**config.mk**
```make
export PLATFORM = sky130hd
export DESIGN_NAME = mem_bist_ctrl
export DESIGN_NICKNAME = d
export VERILOG_FILES = /design/src/rtl/mem_bist_ctrl.sv
export SDC_FILE = /design/constraint.sdc
export NUM_CORES = 1
export LEC_CHECK = 0
export ABC_AREA = 0
export BUFFER_PORTS_ARGS = -buffer_cell sky130_fd_sc_hd__buf_2
export CAP_MARGIN = 15
export CELL_PAD_IN_SITES_DETAIL_PLACEMENT = 0
export CELL_PAD_IN_SITES_GLOBAL_PLACEMENT = 2
export CORE_ASPECT_RATIO = 0.75
export CORE_MARGIN = 4
export CORE_UTILIZATION = 30
export CTS_BUF_LIST = sky130_fd_sc_hd__clkbuf_8 sky130_fd_sc_hd__clkbuf_16
export DETAILED_ROUTE_END_ITERATION = 12
export GPL_TIMING_DRIVEN = 0
export PLACE_DENSITY_LB_ADDON = 0.08
export SYNTH_ARGS = -nofsm -noshare
export SYNTH_HDL_FRONTEND = slang
export SYNTH_SLANG_ARGS = --single-unit
```
**constraint.sdc**
```tcl
create_clock -name clk -period 1.8 [get_ports clk]
set_clock_uncertainty 0.15 [all_clocks]
set_input_delay 0.27 -clock clk [delete_from_list [all_inputs] [get_ports clk]]
set_output_delay 0.27 -clock clk [all_outputs]
set_load 0.1 [all_outputs]
```
**src/rtl/mem_bist_ctrl.sv**
```systemverilog
// Built-in self-test controller for a single-port synchronous memory.
// Writes then reads back one or more data patterns and counts mismatches.
module mem_bist_ctrl #(
    parameter int ADDR_W     = 5,
    parameter int DATA_W     = 8,
    parameter int RD_LATENCY = 1,
    parameter int ERR_W      = 8
) (
    input  logic              clk,
    input  logic              rst_n,
    input  logic              start,
    input  logic [1:0]        mode,
    input  logic [DATA_W-1:0] data_out,
    output logic              read,
    output logic              write,
    output logic [ADDR_W-1:0] addr,
    output logic [DATA_W-1:0] data_in,
    output logic              busy,
    output logic              done,
    output logic              pass,
    output logic [ERR_W-1:0]  err_count,
    output logic [ADDR_W-1:0] first_fail_addr
);

    localparam int DW = $clog2(RD_LATENCY + 1);
    localparam logic [ADDR_W-1:0] LAST = '1;
    localparam logic [DW-1:0] DLAST = DW'(RD_LATENCY - 1);

    typedef enum logic [2:0] {
        IDLE,
        WR,
        RD,
        DRAIN,
        DONE
    } state_t;

    state_t state, state_d;

    logic [ADDR_W-1:0] cnt;
    logic [DW-1:0]     dcnt;
    logic [1:0]        mode_q;
    logic [1:0]        pat;
    logic              accept;
    logic              mismatch;
    logic [DATA_W-1:0] expect_d;

    logic [RD_LATENCY-1:0] pv;
    logic [DATA_W-1:0]     pe [RD_LATENCY];
    logic [ADDR_W-1:0]     pa [RD_LATENCY];

    function automatic logic [DATA_W-1:0] pattern(
        input logic [1:0]        p,
        input logic [ADDR_W-1:0] a
    );
        logic [DATA_W-1:0] v;
        v = '0;
        if (p == 2'd1) begin
            v = DATA_W'(a);
        end else if (p == 2'd2) begin
            // Even addresses get ...0101, odd addresses ...1010.
            for (int i = 0; i < DATA_W; i++) begin
                v[i] = ((i % 2) == 0) ^ a[0];
            end
        end
        return v;
    endfunction

    assign accept   = (state == IDLE || state == DONE) && start && !busy;
    assign expect_d = pattern(pat, cnt);
    assign mismatch = pv[RD_LATENCY-1] &&
                      (data_out != pe[RD_LATENCY-1]);

    always_comb begin
        state_d = state;
        read    = 1'b0;
        write   = 1'b0;
        addr    = '0;
        data_in = '0;
        unique case (state)
            IDLE, DONE: begin
                if (accept) state_d = WR;
            end
            WR: begin
                write   = 1'b1;
                addr    = cnt;
                data_in = expect_d;
                if (cnt == LAST) state_d = RD;
            end
            RD: begin
                read = 1'b1;
                addr = cnt;
                if (cnt == LAST) state_d = DRAIN;
            end
            DRAIN: begin
                if (dcnt == DLAST) begin
                    if (mode_q == 2'd3 && pat != 2'd2) state_d = WR;
                    else state_d = DONE;
                end
            end
            default: state_d = IDLE;
        endcase
    end

    always_ff @(posedge clk or negedge rst_n) begin
        if (!rst_n) begin
            state <= IDLE;
        end else begin
            state <= state_d;
        end
    end

    always_ff @(posedge clk or negedge rst_n) begin
        if (!rst_n) begin
            cnt             <= '0;
            dcnt            <= '0;
            mode_q          <= '0;
            pat             <= '0;
            busy            <= 1'b0;
            done            <= 1'b0;
            pass            <= 1'b0;
            err_count       <= '0;
            first_fail_addr <= '0;
            pv              <= '0;
            for (int i = 0; i < RD_LATENCY; i++) begin
                pe[i] <= '0;
                pa[i] <= '0;
            end
        end else begin
            // Expected data travels alongside the read to meet data_out.
            pv[0] <= read;
            pe[0] <= read ? expect_d : '0;
            pa[0] <= read ? cnt : '0;
            for (int i = 1; i < RD_LATENCY; i++) begin
                pv[i] <= pv[i-1];
                pe[i] <= pe[i-1];
                pa[i] <= pa[i-1];
            end

            if (state == WR || state == RD) cnt <= cnt + 1'b1;
            else cnt <= '0;

            if (state == DRAIN) dcnt <= dcnt + 1'b1;
            else dcnt <= '0;

            if (accept) begin
                mode_q          <= mode;
                pat             <= (mode == 2'd3) ? 2'd0 : mode;
                busy            <= 1'b1;
                done            <= 1'b0;
                pass            <= 1'b0;
                err_count       <= '0;
                first_fail_addr <= '0;
            end else begin
                if (state == DRAIN && state_d == WR) pat <= pat + 1'b1;
                if (mismatch) begin
                    if (err_count != '1) err_count <= err_count + 1'b1;
                    // Count never returns to zero, so zero marks the first miss.
                    if (err_count == '0) first_fail_addr <= pa[RD_LATENCY-1];
                end
                if (state == DONE && busy) begin
                    busy <= 1'b0;
                    done <= 1'b1;
                    pass <= (err_count == '0);
                end
            end
        end
    end

endmodule
```
* After elaboration in Yosys (flattened, before gate mapping)
Index checks and enable logic that the tools add are counted.
** Word-level totals
- Flip-flop bits (word level) :: 43
- Output and inout bits :: 31
** Operators by class
- Mux-type cells :: 31
- Reduce and logical (&&, ||, !) cells :: 20
- Equal/unequal tests :: 13
- Add/subtract/negate cells :: 4
- Bitwise operators :: 1
** Operator list (number)
- 8-bit two-way mux :: 7
- 5-bit two-way mux :: 6
- 3-bit two-way mux :: 5
- 3-bit one-hot mux with 4 select lines :: 1
- 2-bit nonzero test :: 5
- 1-bit two-way mux :: 9
- 8-bit by 1-bit adder with 8-bit output (second input constant) :: 1
- 8-bit logical NOT :: 1
- 8-bit != test :: 1
- 8-bit != test (second input constant) :: 1
- 2-bit equality test (second input constant) :: 3
- 3-bit by 1-bit equality test with 1-bit output (second input constant) :: 2
- 3-bit by 2-bit equality test with 1-bit output (second input constant) :: 2
- 1-bit logical AND :: 6
- 2-bit two-way mux :: 3
- 5-bit by 1-bit adder with 5-bit output (second input constant) :: 1
- 5-bit equality test (second input constant) :: 1
- 2-bit AND reduction :: 2
- 2-bit OR reduction :: 2
- 3-bit equality test (second input constant) :: 1
- 3-bit logical NOT :: 1
- 2-bit by 1-bit adder with 2-bit output (second input constant) :: 1
- 2-bit by 1-bit equality test with 1-bit output (second input constant) :: 1
- 1-bit logical OR :: 2
- other kinds (4) :: 4

* Depth between registers and ports, before layout
- Depth in word-level cells :: 10
- Depth in mapped cells :: 7
- Mapped depth without buffers :: 7

* Worst setup path after synthesis
No wires, ideal clock.
- Path kind :: reg-to-output
- Start point :: reg state[2]
- End point :: out addr[0]
- Path slack :: -1.771 ns
- Data arrival time :: 3.151 ns
- Path buffers :: 2
- Stages on the path, launching flop included :: 7
- Cells stage by stage :: dfrtp_1 buf_6 or3b_1 buf_2 inv_1 nor2_4 nor2b_1
** On the way
- Longest elaborated chain between the ends :: 3
- Elaborated cells between the ends (all ways) :: 4
** Ends and longest elaborated chain
- start, declared :: RTL line 37 : state_t state, state_d;
- start signal, assigned :: RTL line 108 : state <= state_d;
- 3-bit by 1-bit equality test with 1-bit output / 3-bit by 2-bit equality test with 1-bit output (equally long branches) :: RTL line 79 : unique case (state)
- 2-bit OR reduction (no line) *
- 5-bit two-way mux * :: RTL line 79
- end, declared :: RTL line 16 : output logic [ADDR_W-1:0] addr,
Mark *: on every way between the ends. The rest lies on a longest branch, timed or not.

* Final worst setup path
- Start point :: reg state[1]
- End point :: out addr[3]
Same word-level chain as after synthesis.

==> impl_metrics.yaml <==
synthesis:
  yosysTopAreaCellShare_pct: 49.5
  synthesis.area_mm2: 0.00212
  yosysSeqAreaShare_pct: 49.5
  postSynthCellCount: 218
  ys_ff_latch: 42
  ys_warn_count: 0
  syn_area_per_cell_um2: 9.74
  synth_area_leaders: "dfrtp_1 (49%), nand2_1 (5.1%), nor2_1 (3.9%)"
  synth_nets: 237
  yosysTopAreaCell: "dfrtp_1"
  synthArstFlopShare_pct: 100
  synthFlopType: "dfrtp_1"
  synth-edff-count: 0
  yosysUniqueCellTypes: 46
critical_path:
  slowest_stage: "or3b_4"
  cp_cell_sequence: "or3b_4 -> clkinvlp_4 -> nor2_4 -> buf_12 -> nor2b_4 -> buf_12"
  arrival_ns: 1.77
  path_class: "reg -> out"
  endpoint_kind: "output pin"
  worstSetupStartpointType: "flip-flop"
  crit_fanout: 6
  cp_top_family: "simple AND/OR/NAND/NOR gates"
  worstPathRequired_ns: 1.38
  path_buf_inv: 3
  path_common_cell: "buf_12"
  slowest_delay_ns: 0.45
clock_tree:
  worstSkewPairLatency_ns: 0.29
  cts_tree: "done"
  cts_sinks: 42
  htreeDepth: 2
  cts_buffer_depth: 2
  cts.hold.buffers_added: 0
  clk_pin_slew_ns: 0.09
  cts_buffers: 5
  cts_root_buf: "clkbuf_8"
worst_hold_path:
  min_path_type: "in -> async"
die:
  die_h_um: 80.9
  dieArea_mm2: 0.00850
  coreArea_mm2: 0.00683
  start_util_pct: 31.1
  row_count: 26
  pin_count: 44
  die_w_um: 105
routing:
  final_antenna_net_count: 0
  vias: 1781
  drt_iter0_markers: 28
  viasPerCell: 4.65
  drt_pass1_iterations: 4
  drc: 0
  avgRoutedWirePerCell_um: 15.0
  finalWirelength_mm: 5.75
timing:
  holdWs_ns: -0.0312
  hold_viol: 42
  slew_violations: 0
  rsz0062_at_grt: "yes"
  finalSetupViolations: 17
  fin_crit_sh_pct: 121
  worst_pin_slew_ns: 0.969
  finalWorstSetupSlack_ns: -0.387
  max_slew_margin_pct: 35.4
  period_needed_ns: 2.19
  timing.fmax_mhz: 457
placed_design:
  dpl_cell_area_mm2: 0.00258
  io_buffers: 43
  place_congestion: 0.759
  place_hpwl_mm: 3.80
power:
  power.total_mw: 2.52
  p_leak_nw: 1.47
  power.density_mw_per_mm2: 758
  worst_ir_drop_vdd_v: 0.000506
finish:
  layout.nets: 317
  diodes: 0
  syn2layout_area_growth_pct: 56.3
  fillers: 647
  postLayoutCellArea_mm2: 0.00332
  layout-drive-gt1-share_pct: 50.5
global_routing:
  grt_max_degree: 43
  antenna_found_initial: 0
  gr-total-overflow: 0
  grt_pass1_vias: 1752
  grt_pass1_wl_mm: 9.56
  grt_use_total_pct: 14.4
flow_run:
  cap_violations: 0
status:
  status: "finished with violations"
  violations: "hold timing, setup timing"
timing repair:
action / CTS / global route
endpoints found under the setup margin: 17 / 33
buffers inserted: 16 / 21
gates resized for setup: 82 / 29
endpoints found under the hold margin: 0 / 0
pin swaps: 10 / 12
per-layer routing:
layer | share of wire, % | track usage, %
met5 | 0 | 0
met4 | 0.47 | 2.36
met1 | 53 | 21.5
met2 | 42 | 20.7
met3 | 5.3 | 4.61
cell usage after synthesis, types with 2 or more instances:
master / instances
a21oi_1: 13
and2_1: 5
and3_1: 3
buf_2: 5
buf_4: 2
clkbuf_1: 2
dfrtp_1: 42
ha_1: 6
inv_1: 7
mux2i_1: 8
nand2_1: 29
nand2b_1: 6
nand3_1: 2
nand3b_1: 6
nand4_1: 6
nand4b_1: 2
nor2_1: 22
nor2_2: 2
nor2b_1: 7
nor3_1: 2
o21ai_0: 8
or2_1: 2
xnor2_1: 8
where the power goes:
group	internal (mW)	total [mW]	switching (mW)
Clock	0.273	0.630	0.357
Combinational	0.198	0.768	0.570
Sequential	1.02	1.12	0.0943
Total	1.49	2.52	1.02
cell families after synthesis:
| group | Yosys count | share of synthesized area, % |
|---|---|---|
| and+or+nand+nor | 103 | 25.9 |
| DFF | 42 | 49.5 |
| AOI/OAI and AO/OA | 32 | 9.37 |
| buffers and inverters | 18 | 4.18 |
| xor gates and xnor gates | 9 | 3.71 |
| muxes | 8 | 3.77 |
| adders and majority gates | 6 | 3.54 |
area by class of cell:
cell class | instances | area [um^2] | share of cell area [%]
buffer | 6 | 51.3 | 1.55
sequential | 42 | 1080 | 32.5
multi-input combinational | 158 | 1230 | 37.2
timing repair buffer | 77 | 719 | 21.7
tap | 84 | 105 | 3.17
inverter | 8 | 38.8 | 1.17
clock buffer | 5 | 68.8 | 2.07
clock inverter | 3 | 21.3 | 0.641
final timing paths:
| check | start | end | slack [ns] | cells after the start |
|---|---|---|---|---|
| setup / recovery | state[1] | addr[3] | -0.39 | 6 |
| hold / removal | rst_n | err_count[5] | -0.03 | 1 |
| setup reg to reg | pat[1] | pat[0] | -0.05 | 6 |
| hold reg to reg | mode_q[0] | mode_q[0] | 0.35 | 2 |
| max in group asynchronous | rst_n | err_count[6] | 0.81 | 1 |
| min in group clk | mode[0] | mode_q[0] | 0.04 | 3 |
worst reg2reg max path, cell delays in order (launching register included):
cell      delay (ns)
dfrtp_1         0.42
buf_6           0.13
ha_4            0.17
nand3b_1        0.19
or3_4           0.45
xnor2_2         0.14
o21ai_1         0.13
through the flow:
stage	std cells	setup TNS (ns)	worst slack (ns)	hold slack, ns	utilization [%]
floorplan	218	-7.82	-0.646	-0.176	-
global placement	345	-5.44	-0.438	0.312	37.7
detailed placement	345	-5.32	-0.430	0.318	37.7
CTS	364	-6.10	-0.454	0.0262	44.9
global route	383	-6.03	-0.453	0.0378	48.6
finish	383	-4.85	-0.387	-0.0312	48.6
flip-flops by register name, summed over array words and instances, names as in the netlist:
name	count
state	3
done	1
busy	1
dcnt	1
pv	1
mode_q	2
pat	2
pass	1
err_count	8
cnt	5
pa	5
pe	7
first_fail_addr	5
cell usage in the layout (no fill, tap or decap), drive strengths merged, types with 2 or more instances in the layout:
| master | instances |
|---|---|
| nor3 | 2 |
| nand3 | 2 |
| or3 | 2 |
| xnor2 | 8 |
| and2 | 5 |
| mux2i | 8 |
| nand2b | 6 |
| and3 | 3 |
| nor2b | 7 |
| or3b | 2 |
| o21ai | 8 |
| clkinv | 2 |
| dfrtp | 42 |
| o211ai | 2 |
| ha | 6 |
| inv | 7 |
| or2 | 2 |
| nand4b | 2 |
| nand2 | 29 |
| clkinvlp | 2 |
| clkbuf | 6 |
| nand3b | 6 |
| nand4 | 6 |
| nor2 | 25 |
| buf | 82 |
| a21oi | 13 |
(Power assumes the default switching activity.)
